[config.mk]
export PLATFORM = sky130hd
export DESIGN_NAME = fetch_stage
export DESIGN_NICKNAME = d
export VERILOG_FILES = /design/src/rtl/if_pkg.sv /design/src/rtl/fetch_checkers.sv /design/src/rtl/fetch_fifo.sv /design/src/rtl/fetch_stage.sv
export SDC_FILE = /design/constraint.sdc
export NUM_CORES = 1
export LEC_CHECK = 0
export BUFFER_PORTS_ARGS = -buffer_cell sky130_fd_sc_hd__clkbuf_2
export CAP_MARGIN = 10
export CELL_PAD_IN_SITES_DETAIL_PLACEMENT = 0
export CELL_PAD_IN_SITES_GLOBAL_PLACEMENT = 1
export CORE_ASPECT_RATIO = 0.6
export CORE_MARGIN = 3
export CORE_UTILIZATION = 45
export CTS_BUF_LIST = sky130_fd_sc_hd__clkbuf_16
export CTS_CLUSTER_DIAMETER = 50
export DETAILED_ROUTE_END_ITERATION = 16
export PLACE_DENSITY_LB_ADDON = 0.1
export SLEW_MARGIN = 20
export SYNTH_ARGS = -nofsm -noshare
export SYNTH_HDL_FRONTEND = slang
export SYNTH_SLANG_ARGS = --single-unit
[constraint.sdc]
create_clock -name clk_i -period 4.3 [get_ports clk_i]
set_input_delay 0 -clock clk_i [delete_from_list [all_inputs] [get_ports clk_i]]
set_output_delay 0 -clock clk_i [all_outputs]
set_load 0.01 [all_outputs]
[src/rtl/if_pkg.sv]
// Shared types and constants for the instruction fetch stage and its buffers.
package if_pkg;

    localparam logic [31:0] NOP_INSTR = 32'h0000_0013;

    typedef struct packed {
        logic [31:0] pc;
        logic [31:0] instr;
    } fetch_entry_t;

    // Redirect targets are truncated to a word boundary; execute owns misalignment traps.
    function automatic logic [31:0] word_align(input logic [31:0] addr);
        return {addr[31:2], 2'b00};
    endfunction

endpackage

[src/rtl/fetch_checkers.sv]
// Property checkers for the fetch FIFO and the fetch stage credit bookkeeping.
module fetch_fifo_chk (
    input logic clk_i,
    input logic rst_i,
    input logic flush_i,
    input logic push_i,
    input logic pop_i,
    input logic full_i,
    input logic empty_i
);

    push_on_full_a: assert property (@(posedge clk_i) disable iff (rst_i)
        !(push_i && full_i && !pop_i && !flush_i));

    pop_on_empty_a: assert property (@(posedge clk_i) disable iff (rst_i)
        !(pop_i && empty_i && !flush_i));

endmodule

module fetch_stage_chk #(
    parameter int unsigned DEPTH = 2,
    parameter int unsigned CW    = 2
) (
    input logic          clk_i,
    input logic          rst_i,
    input logic [CW-1:0] outstanding_i,
    input logic [CW-1:0] discard_i,
    input logic [CW-1:0] shadow_count_i,
    input logic [CW-1:0] buf_count_i,
    input logic          buf_full_i,
    input logic          shadow_full_i
);

    localparam logic [CW:0] DEPTH_C = (CW+1)'(DEPTH);

    // Every outstanding read is either tracked by the shadow queue or marked for discard.
    shadow_tracks_a: assert property (@(posedge clk_i) disable iff (rst_i)
        ({1'b0, outstanding_i} == {1'b0, shadow_count_i} + {1'b0, discard_i}));

    credit_bound_a: assert property (@(posedge clk_i) disable iff (rst_i)
        ({1'b0, buf_count_i} + {1'b0, outstanding_i} <= DEPTH_C));

    full_buf_idle_a: assert property (@(posedge clk_i) disable iff (rst_i)
        (buf_full_i |-> (outstanding_i == '0)));

    full_shadow_empty_buf_a: assert property (@(posedge clk_i) disable iff (rst_i)
        (shadow_full_i |-> (buf_count_i == '0)));

endmodule

[src/rtl/fetch_fifo.sv]
// Synchronous FIFO with flush; simultaneous push and pop is accepted even when full.
module fetch_fifo #(
    parameter int unsigned DEPTH = 2,
    parameter type T = logic [31:0],
    localparam int unsigned AW = $clog2(DEPTH),
    localparam int unsigned CW = $clog2(DEPTH) + 1
) (
    input  logic          clk_i,
    input  logic          rst_i,
    input  logic          flush_i,
    input  logic          push_i,
    input  T              data_i,
    input  logic          pop_i,
    output T              data_o,
    output logic [CW-1:0] count_o,
    output logic          full_o,
    output logic          empty_o
);

    localparam logic [CW-1:0] DEPTH_C = CW'(DEPTH);

    T              mem_q [DEPTH];
    logic [AW-1:0] rd_ptr_q;
    logic [AW-1:0] rd_ptr_d;
    logic [AW-1:0] wr_ptr_q;
    logic [AW-1:0] wr_ptr_d;
    logic [CW-1:0] count_q;
    logic [CW-1:0] count_d;
    logic          do_push_s;
    logic          do_pop_s;

    assign empty_o   = (count_q == '0);
    assign full_o    = (count_q == DEPTH_C);
    assign count_o   = count_q;
    assign data_o    = mem_q[rd_ptr_q];
    assign do_pop_s  = pop_i && !empty_o;
    assign do_push_s = push_i && (!full_o || do_pop_s);

    // Pointer and occupancy next state; flush wins over any push or pop.
    always_comb begin
        if (flush_i) begin
            rd_ptr_d = '0;
            wr_ptr_d = '0;
            count_d  = '0;
        end else begin
            rd_ptr_d = do_pop_s  ? rd_ptr_q + AW'(1) : rd_ptr_q;
            wr_ptr_d = do_push_s ? wr_ptr_q + AW'(1) : wr_ptr_q;
            count_d  = count_q + CW'(do_push_s) - CW'(do_pop_s);
        end
    end

    // Storage and pointer registers.
    always_ff @(posedge clk_i) begin
        if (rst_i) begin
            rd_ptr_q <= '0;
            wr_ptr_q <= '0;
            count_q  <= '0;
            for (int i = 0; i < int'(DEPTH); i++) begin
                mem_q[i] <= '0;
            end
        end else begin
            rd_ptr_q <= rd_ptr_d;
            wr_ptr_q <= wr_ptr_d;
            count_q  <= count_d;
            if (do_push_s && !flush_i) begin
                mem_q[wr_ptr_q] <= data_i;
            end
        end
    end

    fetch_fifo_chk u_chk (
        .clk_i   (clk_i),
        .rst_i   (rst_i),
        .flush_i (flush_i),
        .push_i  (push_i),
        .pop_i   (pop_i),
        .full_i  (full_o),
        .empty_i (empty_o)
    );

endmodule

[src/rtl/fetch_stage.sv]
// Instruction fetch: owns the PC, issues credit-limited word reads and buffers {pc, instr}.
module fetch_stage
    import if_pkg::*;
#(
    parameter logic [31:0] RESET_PC   = 32'h0000_0000,
    parameter int unsigned FIFO_DEPTH = 2
) (
    input  logic        clk_i,
    input  logic        rst_i,
    input  logic        redirect_i,
    input  logic [31:0] redirect_pc_i,
    output logic        imem_req_o,
    output logic [31:0] imem_addr_o,
    input  logic        imem_rvalid_i,
    input  logic [31:0] imem_rdata_i,
    output logic        valid_o,
    input  logic        ready_i,
    output logic [31:0] pc_o,
    output logic [31:0] pc_plus4_o,
    output logic [31:0] instr_o
);

    localparam int unsigned CW      = $clog2(FIFO_DEPTH) + 1;
    localparam logic [CW:0] DEPTH_C = (CW+1)'(FIFO_DEPTH);

    logic [31:0]   pc_q;
    logic [31:0]   pc_d;
    logic [CW-1:0] outstanding_q;
    logic [CW-1:0] outstanding_d;
    logic [CW-1:0] discard_q;
    logic [CW-1:0] discard_d;

    fetch_entry_t  buf_in_s;
    fetch_entry_t  buf_head_s;
    logic [CW-1:0] buf_count_s;
    logic          buf_full_s;
    logic          buf_empty_s;
    logic [31:0]   shadow_pc_s;
    logic [CW-1:0] shadow_count_s;
    logic          shadow_full_s;
    logic          shadow_empty_s;

    logic [CW:0]   credit_used_s;
    logic          issue_s;
    logic          accept_rsp_s;
    logic          buf_pop_s;

    // Buffered entries plus reads in flight (including ones to be discarded) share one credit pool.
    assign credit_used_s = {1'b0, buf_count_s} + {1'b0, outstanding_q};
    assign issue_s       = !rst_i && !redirect_i && (credit_used_s < DEPTH_C);
    assign accept_rsp_s  = imem_rvalid_i && !redirect_i && (discard_q == '0);
    assign buf_pop_s     = !buf_empty_s && ready_i && !redirect_i;
    assign buf_in_s      = '{pc: shadow_pc_s, instr: imem_rdata_i};

    assign imem_req_o  = issue_s;
    assign imem_addr_o = pc_q;
    assign valid_o     = !buf_empty_s;
    assign pc_o        = buf_empty_s ? pc_q : buf_head_s.pc;
    assign pc_plus4_o  = pc_o + 32'd4;
    assign instr_o     = buf_empty_s ? NOP_INSTR : buf_head_s.instr;

    // PC, in-flight and discard counter next state; redirect overrides sequential fetch.
    always_comb begin
        if (redirect_i) begin
            pc_d = word_align(redirect_pc_i);
        end else if (issue_s) begin
            pc_d = pc_q + 32'd4;
        end else begin
            pc_d = pc_q;
        end

        outstanding_d = outstanding_q + CW'(issue_s) - CW'(imem_rvalid_i);

        if (redirect_i) begin
            discard_d = outstanding_q - CW'(imem_rvalid_i);
        end else if (imem_rvalid_i && (discard_q != '0)) begin
            discard_d = discard_q - CW'(1);
        end else begin
            discard_d = discard_q;
        end
    end

    // Fetch control registers.
    always_ff @(posedge clk_i) begin
        if (rst_i) begin
            pc_q          <= RESET_PC;
            outstanding_q <= '0;
            discard_q     <= '0;
        end else begin
            pc_q          <= pc_d;
            outstanding_q <= outstanding_d;
            discard_q     <= discard_d;
        end
    end

    fetch_fifo #(
        .DEPTH (FIFO_DEPTH),
        .T     (fetch_entry_t)
    ) u_entry_buf (
        .clk_i   (clk_i),
        .rst_i   (rst_i),
        .flush_i (redirect_i),
        .push_i  (accept_rsp_s),
        .data_i  (buf_in_s),
        .pop_i   (buf_pop_s),
        .data_o  (buf_head_s),
        .count_o (buf_count_s),
        .full_o  (buf_full_s),
        .empty_o (buf_empty_s)
    );

    // Issued addresses in order, so each accepted response is tagged with its own PC.
    fetch_fifo #(
        .DEPTH (FIFO_DEPTH),
        .T     (logic [31:0])
    ) u_pc_shadow (
        .clk_i   (clk_i),
        .rst_i   (rst_i),
        .flush_i (redirect_i),
        .push_i  (issue_s),
        .data_i  (pc_q),
        .pop_i   (accept_rsp_s),
        .data_o  (shadow_pc_s),
        .count_o (shadow_count_s),
        .full_o  (shadow_full_s),
        .empty_o (shadow_empty_s)
    );

    fetch_stage_chk #(
        .DEPTH (FIFO_DEPTH),
        .CW    (CW)
    ) u_chk (
        .clk_i          (clk_i),
        .rst_i          (rst_i || shadow_empty_s && 1'b0),
        .outstanding_i  (outstanding_q),
        .discard_i      (discard_q),
        .shadow_count_i (shadow_count_s),
        .buf_count_i    (buf_count_s),
        .buf_full_i     (buf_full_s),
        .shadow_full_i  (shadow_full_s)
    );

endmodule
==> After elaboration in Yosys (flattened, before gate mapping) <==
Memory sizes are Yosys's and may differ from the RTL's. A register that Yosys moved wholly into a read port is not among the register bits.
Index checks and enable logic that the tools add are counted.
{ "op_classes": {"n_addsub": 15, "order_cmp": 1, "n_eq_ne": 2, "muxes": 24, "reduce_logical": 30} }
{ "op_table": {"columns": ["cell", "n"], "rows": [
  ["$mux 32", 5],
  ["$add 32x3->32 const B", 2],
  ["$mux 64", 1],
  ["$reduce_or 64->1", 1],
  ["$reduce_or 32->1", 1],
  ["$mux 1", 16],
  ["$logic_and 1x1->1", 13],
  ["$sub 2x1->2", 4],
  ["$add 2x1->2", 3],
  ["$logic_not 1->1", 6],
  ["$logic_not 2->1", 3],
  ["$reduce_bool 2->1", 3],
  ["$add 1x1->1 const B", 4],
  ["$eq 2x2->1 const B", 2],
  ["$mux 2", 2],
  ["$add 2x2->3", 1],
  ["$lt 3x2->1 const B", 1],
  ["$logic_or 1x1->1", 2],
  ["$reduce_or 2->1", 1],
  ["$sub 2x1->2 const B", 1]
]} }
{ "word_totals": {"ff_bits": 44, "ramBits": 192, "inputBits": 69, "out_inout_bits": 130, "wordCells": 84, "mem_count": 2} }
{ "memory_table": {"columns": ["memory", "depth", "width", "rd", "rd_clocked_by_memory_dff", "write_ports", "line", "source"], "rows": [
  ["u_entry_buf.mem_q", 2, 64, 1, 1, 2, "fetch_fifo.sv:22", "T mem_q [DEPTH];"],
  ["u_pc_shadow.mem_q", 2, 32, 1, 1, 2, "fetch_fifo.sv:22", null]
]} }

==> Longest topological paths before layout <==
Gate-level depths: netlist of run 1.
{ "depth": {"word_depth": 13, "mapped_depth": 12, "depth_no_buf": 10} }

==> Modules after synthesis <==
Synthesis of run 1 repeated with hierarchy kept, for this count alone.
{ "unflattened": {"cells_unflattened": 1025, "area_unflattened_um2": 12333.1} }
{ "by_module_without_submodules": {"columns": ["mod", "n_inst", "cells_each", "area_per_inst_um2", "seq_area_each_um2"], "rows": [
  ["fetch_fifo (u_entry_buf)", 1, 372, 5863.1, 3943.8],
  ["fetch_stage", 1, 452, 3400.8, 680.7],
  ["fetch_fifo (u_pc_shadow)", 1, 201, 3069.2, 2021.9]
]} }

==> Least setup slack after synthesis of run 1 <==
No wires, ideal clock.
{ "synth_timing": {"kind": "flip-flop to flip-flop", "from": "reg u_entry_buf.count_q[0] (netlist: u_entry_buf.count_o[0])", "to": "mem u_pc_shadow.mem_q[1][10] (netlist name), enable pin", "setup_time_ns": 0.387, "t_arrival_ns": 3.037, "t_required_ns": 3.913, "path_slack_ns": 0.876, "stages_incl_launch_ff": 10, "n_path_buf": 2, "synth_period_minus_slack_ns": 3.424, "path_cell_list": "dfxtp_1 > buf_2 > inv_1 > nor2_1 > fa_1 > or4_1 > a31oi_1 > clkbuf_1 > nand2_1 > nand2_1"} }
{ "synth_lines": {"columns": ["element", "line", "source"], "rows": [
  ["start, declared", "fetch_fifo.sv:27", "logic [CW-1:0] count_q;"],
  ["start signal, assigned", "fetch_fifo.sv:64", "count_q <= count_d;"],
  ["end, declared", "fetch_fifo.sv:22", null]
]} }

==> impl_metrics.py, run 1 <==
metrics = {
    "timing": {
        "rsz0062_at_grt": "false",
        "finClkSkew_ps": 26.5,
        "clock.fmax_mhz": 295,
        "finalCritPeriodShare_pct": 78.8,
        "setup_ws_ps": 913,
        "finalHoldViolations": 0,
        "setup_viol": 0,
        "fin_setup_tns_ps": 0,
        "finalMaxSlewViolations": 0,
        "min_period_ps": 3390,
        "tightest_slew_ps": 850,
        "relSlewSlack_pct": 43.4,
    },
    "setup_path": {
        "r2r_cells": 8,
        "cp-start-kind": "register",
        "arrival_ps": 3500,
        "crit_type": "reg2reg",
        "worstSetupEndpointType": "register",
        "crit_required_ps": 4410,
        "r2r_setup_slack_ps": 910,
        "reg2reg_to": "u_pc_shadow.mem_q[0][29]$_SDFFCE_PN0P_",
        "worstPathMaxFanout": 30,
        "r2r_start": "u_entry_buf.count_o[0]$_SDFF_PP0_",
    },
    "placement": {
        "dpl.hpwl_um": 19500,
        "port_buffers": 190,
        "preCtsSetupSlack_ps": 930,
        "place_congestion": 0.779,
    },
    "die": {
        "fp.dieArea_um2": 27000,
        "rows": 44,
        "die_h_um": 128,
        "io_pins": 199,
        "coreArea_um2": 24400,
        "die_x_um": 210,
        "initial_core_util_pct": 46.1,
    },
    "min_path": {
        "hold_path_depth": 4,
        "hold_end": "imem_addr_o[22]$_SDFFE_PP0P_",
        "worstHoldStart": "redirect_i",
        "hold_path_class": "in2reg",
    },
    "clock_tree": {
        "cts-root-buf": "clkbuf_16",
        "htree_levels": 1,
        "clock_path_buffers": 3,
        "numCtsBuffers": 23,
        "cts.sinks": 228,
        "cts_tree": "done",
        "cts_resized": 0,
        "clkTransAtPathRegs_ps": 60,
        "insertion_delay_ps": 510,
        "post_cts_buffers": 0,
    },
    "flow_run": {
        "maxCapViolations": 0,
    },
    "routing": {
        "drt-initial-drc-count": 722,
        "wirelength_met1_um": 15500,
        "wl_um": 29400,
        "top_layer_used": "met4",
        "dr.pass1.iters": 5,
        "via_per_inst": 5.13,
        "drc": 0,
        "post_drt_wl_per_cell_um": 18.7,
        "wl_met3_um": 1730,
        "dr_total_vias": 8078,
        "ant_nets": 0,
        "wl_met2_um": 11900,
    },
    "layout": {
        "nFillCells": 2110,
        "fin_nets": 1314,
        "drive_above_1_share_pct": 23.9,
        "syn2layout_area_growth_pct": 23.2,
    },
    "global_routing": {
        "grt_pass1_vias": 7713,
        "grt-ovfl-total": 0,
        "grt_usage_pct": 21.5,
        "grt_max_degree": 45,
        "grt_pass1_wl_um": 45500,
        "grt_antenna_before_repair": 0,
    },
    "synthesis": {
        "synth_edf_count": 184,
        "synth_cell_type_count": 58,
        "yosysSeqAreaShare_pct": 57.0,
        "syn-cell-area_um2": 11200,
        "synthCells": 993,
        "synth-async-reset-ratio_pct": 0,
        "synth_seq_cells": 228,
        "synth.avg_cell_area_um2": 11.3,
        "ys.flop_type": "edfxtp_1",
        "yosysWarnings": 0,
    },
    "power_and_ir_drop": {
        "ir_drop_v": 0.000241,
        "power_density_nw_per_um2": 377,
        "leakage_uw": 0.00566,
    },
    "outcome": {
        "status": "completed",
    },
}
-- logic make-up after synthesis --
group                    share of synthesized area (%)
multiplexers                                      10.0
XOR/XNOR                                          4.52
buffers and inverters                             4.24
other                                           0.0333
flip-flops                                        57.0
AND/OR/NAND/NOR                                   19.3
AO/OA/AOI/OAI                                     3.72
adder cells (fa/ha/maj)                           1.18
-- worst max-delay path, stage by stage, from the launching register on --
cell     delay, ps
dfxtp_1        340
inv_1           70
nor2_1         110
fa_1           450
or4_1          590
a31oi_2        210
buf_4          300
nor2b_1        200
or2_2          700
-- where the power goes --
part           internal (µW)  total (µW)  switching (µW)  leakage (µW)
Sequential              2530        2620            86.4       0.00228
Combinational            292         745             454       0.00303
Clock                   1040        1860             828      0.000351
Total                   3860        5230            1370       0.00566
-- repair_timing --
item                                    CTS  global route
hold buffers                             64             0
hold endpoints to repair                 97             0
endpoints found under the setup margin    0             0
-- registers in the layout, indices dropped and copies added, names as in the netlist, 2 cells and up, named ones only --
name and count:
u_entry_buf.mem_q 124, u_pc_shadow.mem_q 60, imem_addr_o 30, discard_q 2, outstanding_q 2, u_entry_buf.count_o 2, u_pc_shadow.count_o 2
-- cell type report --
cell class                      instances  area [µm²]  share of cell area (%)
Timing Repair Buffer                  280        1810                    13.1
Clock inverter                         18         116                   0.840
Sequential cell                       228        6410                    46.3
Multi-Input combinational cell        666        4400                    31.8
Clock buffer                           23         576                    4.15
Tap cell                              322         403                    2.91
Antenna cell                            1        2.50                  0.0181
Inverter                               36         138                   0.993
-- placed cells by master, fill, tap and decap left out, drive strengths merged, types with 2 or more instances in the layout --
master	count
nand3	20
xnor2	37
or4	2
nor4	11
ha	9
xor2	21
nor3	22
edfxtp	184
dfxtp	44
clkinv	8
mux2	17
conb	6
dlygate4sd3	64
and3	68
buf	26
or2	4
mux2i	93
a21oi	28
clkinvlp	3
nor2	159
a211oi	14
or3	2
and2	65
nand4	10
a21o	4
o311ai	3
a31oi	3
clkbuf	213
nor2b	4
nand2	47
inv	42
o21ai	4
-- through the flow --
stage / util [%] / total power, µW / cell area, µm² / instances / hold WS, ps
finish: 56.8 / 5230 / 13900 / 1574 / 35.9
global route: 56.8 / 5470 / 13900 / 1573 / 62.5
CTS: 56.8 / 5270 / 13900 / 1573 / 15.7
detailed placement: 51.3 / 3370 / 12500 / 1468 / 239
global placement: 51.3 / 3360 / 12500 / 1468 / 235
floorplan: - / 3070 / 11300 / 998 / 143
-- worst max-delay path by stage --
stage / startpoint / to / slack (ps) / depth (start not counted)
after floorplan: u_entry_buf.count_o[0]$_SDFF_PP0_ / u_pc_shadow.mem_q[1][10]$_SDFFCE_PN0P_ / 880 / 9
after global placement: u_entry_buf.count_o[0]$_SDFF_PP0_ / u_pc_shadow.mem_q[0][9]$_SDFFCE_PN0P_ / 1000 / 8
after detailed placement: u_entry_buf.count_o[0]$_SDFF_PP0_ / u_pc_shadow.mem_q[0][4]$_SDFFCE_PN0P_ / 930 / 8
after CTS: u_entry_buf.count_o[1]$_SDFF_PP0_ / pc_plus4_o[31] / 860 / 9
after global routing: u_entry_buf.count_o[1]$_SDFF_PP0_ / pc_plus4_o[30] / 670 / 9
final: u_entry_buf.count_o[0]$_SDFF_PP0_ / u_pc_shadow.mem_q[0][29]$_SDFFCE_PN0P_ / 910 / 8
-- per-layer routing --
layer | track usage [%] | up-vias
met5 | 0 | -
met4 | 2.42 | 0
met3 | 3.02 | 26
met2 | 30.0 | 211
met1 | 35.9 | 3875
li1 | - | 3966
-- cells in the mapped netlist (all sizes together) (3+ instances only) --
cell,number,area share [%]
a211oi,14,0.93
a21o,4,0.27
a21oi,28,1.4
a31oi,3,0.17
and2,65,3.6
and3,68,3.8
buf,21,1.4
clkbuf,47,1.6
dfxtp,44,7.8
edfxtp,184,49
ha,9,1.0
inv,36,1.2
mux2,17,1.7
mux2i,93,8.3
nand2,47,1.6
nand3,20,0.89
nand4,10,0.75
nor2,159,5.3
nor2b,4,0.22
nor3,22,1.1
nor4,11,1.2
o21ai,4,0.18
o311ai,3,0.23
or2,4,0.22
xnor2,37,2.9
xor2,21,1.6
(Power assumes the default switching activity.)
==> inputs of run 2 (changes only) <==
--- a/config.mk
+++ b/config.mk
@@ -11,7 +11,7 @@
 export CELL_PAD_IN_SITES_GLOBAL_PLACEMENT = 1
 export CORE_ASPECT_RATIO = 0.6
 export CORE_MARGIN = 3
-export CORE_UTILIZATION = 45
+export CORE_UTILIZATION = 40
 export CTS_BUF_LIST = sky130_fd_sc_hd__clkbuf_16
 export CTS_CLUSTER_DIAMETER = 50
 export DETAILED_ROUTE_END_ITERATION = 16
==> constraint.sdc (replaced) <==
create_clock -name clk_i -period 2.9 [get_ports clk_i]
set_input_delay 0 -clock clk_i [delete_from_list [all_inputs] [get_ports clk_i]]
set_output_delay 0 -clock clk_i [all_outputs]
set_load 0.01 [all_outputs]
==> run 2 against run 1 <==
Against the previous run:
- sequential power increased by 48%
- core utilization down 2.5 points
- first-iteration DRC count down 3.6%
- worst hold slack improved by 6.5 ps
- setup slack got worse by 870 ps
- sequential share of layout area fell by 2.6 points
- non-clock buffer count grew 41
- via count up 3.2%
- count of clock-buffer cells in the layout up 2
- critical path depth up 2
- largest cell class unchanged
- combinational power rose by 66%
==> impl_metrics.py, run 2 (synthesis gave the netlist of run 1 again) <==
metrics = {
    "min_path": {
        "worstHoldStart": "rst_i",
        "hold_path_class": "in2reg",
    },
    "clock_tree": {
        "clock_path_buffers": 3,
        "clkTransAtPathRegs_ps": 60,
        "cts-root-buf": "clkbuf_16",
        "insertion_delay_ps": 530,
        "htree_levels": 1,
        "numCtsBuffers": 25,
        "cts_tree": "done",
        "cts.sinks": 228,
    },
    "layout": {
        "layout_commonest_cell": "edfxtp_1",
        "drive_above_1_share_pct": 27.9,
        "fin_nets": 1358,
        "fin_area_um2": 14700,
        "largest_reg_flops": 124,
        "final_cell_mix": "184 x edfxtp_1, 182 x clkbuf_2, 156 x nor2_1",
        "regMostFlops": "u_entry_buf.mem_q",
        "syn2layout_area_growth_pct": 30.6,
    },
    "outcome": {
        "status": "completed",
    },
    "setup_path": {
        "r2r_start": "u_entry_buf.count_o[0]$_SDFF_PP0_",
        "worstPathMaxFanout": 13,
        "worstSetupEndpointType": "output port",
        "cp-startpoint": "u_entry_buf.count_o[1]$_SDFF_PP0_",
        "cp-start-kind": "register",
        "crit_required_ps": 2900,
        "crit_type": "reg2out",
        "arrival_ps": 2850,
        "slowest_stage": "dfxtp_2",
        "max_stage_delay_ps": 330,
        "critical_path.cell_chain": "buf_6, nor2_4, inv_8, mux2i_4, nor4b_4, buf_4, nand4_4, nor4_4, xor2_1, clkbuf_2",
    },
    "placement": {
        "dpl.hpwl_um": 22000,
        "placed_area_um2": 12800,
        "port_buffers": 190,
        "place_congestion": 0.780,
    },
    "timing": {
        "finalCritPeriodShare_pct": 98.3,
        "clock.fmax_mhz": 351,
        "finalMaxSlewViolations": 0,
        "rsz0062_at_grt": "true",
        "finClkSkew_ps": 7.43,
        "min_period_ps": 2850,
        "relSlewSlack_pct": 39.5,
        "tightest_slew_ps": 899,
        "fin_setup_tns_ps": 0,
        "finalHoldViolations": 0,
        "setup_viol": 0,
    },
    "power_and_ir_drop": {
        "ir_drop_v": 0.000353,
        "power_density_nw_per_um2": 575,
        "leakage_uw": 0.00612,
    },
    "die": {
        "rows": 46,
        "fp.dieArea_um2": 30200,
        "die_x_um": 222,
        "io_pins": 199,
        "die_h_um": 136,
        "coreArea_um2": 27100,
        "initial_core_util_pct": 41.6,
    },
    "routing": {
        "via_per_inst": 5.02,
        "drt-initial-drc-count": 696,
        "dr.pass1.iters": 5,
        "drc": 0,
        "post_drt_wl_per_cell_um": 19.5,
        "dr_total_vias": 8333,
        "wl_um": 32400,
        "ant_nets": 0,
    },
    "global_routing": {
        "grt_pass1_vias": 8050,
        "grt_usage_pct": 21.2,
        "grt-ovfl-total": 0,
        "grt_pass1_wl_um": 49500,
        "grt_antenna_before_repair": 0,
        "grt_max_degree": 63,
    },
    "flow_run": {
        "maxCapViolations": 0,
    },
}
run 2: cell types whose count changed in the layout (fill, tap and decap cells not counted), sizes merged:
cell         delta
diode           +1
clkbuf          -6
bufinv          +4
inv             -1
dlygate4sd3     +2
clkinvlp        -1
buf            +47
nand2b          +1
run 2: where the power goes:
part / internal [µW] / switching (µW) / total [µW]
logic: 493 / 745 / 1240
clock network: 2020 / 1320 / 3330
registers: 3760 / 119 / 3880
run 2: layer usage:
layer  track usage, %  wire [µm]  vias to the layer above
met5                0          0                        -
met4             3.00        340                        0
met3             3.73       1970                       31
met2             28.9      13000                      223
met1             35.2      17100                     4017
li1                 -          -                     4062
run 2: timing repair:
item / CTS / global route
pin swaps: 8 / 11
setup buffers: 7 / 5
hold buffers: 66 / 0
hold endpoints to repair: 103 / 0
setup endpoints to repair: 16 / 16
cloned: 0 / 1
gates resized for setup: 14 / 35
run 2: final timing paths:
path | endpoint | slack [ps] | depth (start not counted)
worst min register to register | u_entry_buf.rd_ptr_q$_SDFFE_PP0N_ | 520 | 2
worst max-delay path | pc_plus4_o[31] | 50 | 10
worst max register to register | u_pc_shadow.mem_q[0][23]$_SDFFCE_PN0P_ | 200 | 8
worst min-delay path | imem_addr_o[3]$_SDFFE_PP0P_ | 40 | 3
run 2: metrics by stage:
stage | instances | utilization (%) | total power (µW) | setup slack (ps) | hold slack, ps
final | 1659 | 54.3 | 8450 | 48.3 | 42.5
after global routing | 1657 | 54.3 | 8790 | -112 | 73.7
after CTS | 1651 | 53.5 | 8500 | 2.28 | 35.7
after detailed placement | 1533 | 47.4 | 5080 | 212 | 235
after global placement | 1533 | 47.4 | 5070 | 163 | 233
after floorplan | 998 | - | 4560 | 26.8 | 143
run 2: cell type report:
class | count | area (µm²)
antenna | 2 | 5.00
clock buffer | 25 | 626
clock inverter | 20 | 230
fill | 2422 | 12400
inverter | 36 | 143
multi-input combinational | 667 | 4620
sequential | 228 | 6410
tap | 360 | 450
timing repair buffer | 321 | 2200
run 2: critical path, delay by kind of cell, from the launching register on:
kind / cells / cell delay [ps]
XOR/XNOR: 1 / 180
flip-flops: 1 / 330
multiplexers: 1 / 220
AND/OR/NAND/NOR: 4 / 960
buffers and inverters: 4 / 590
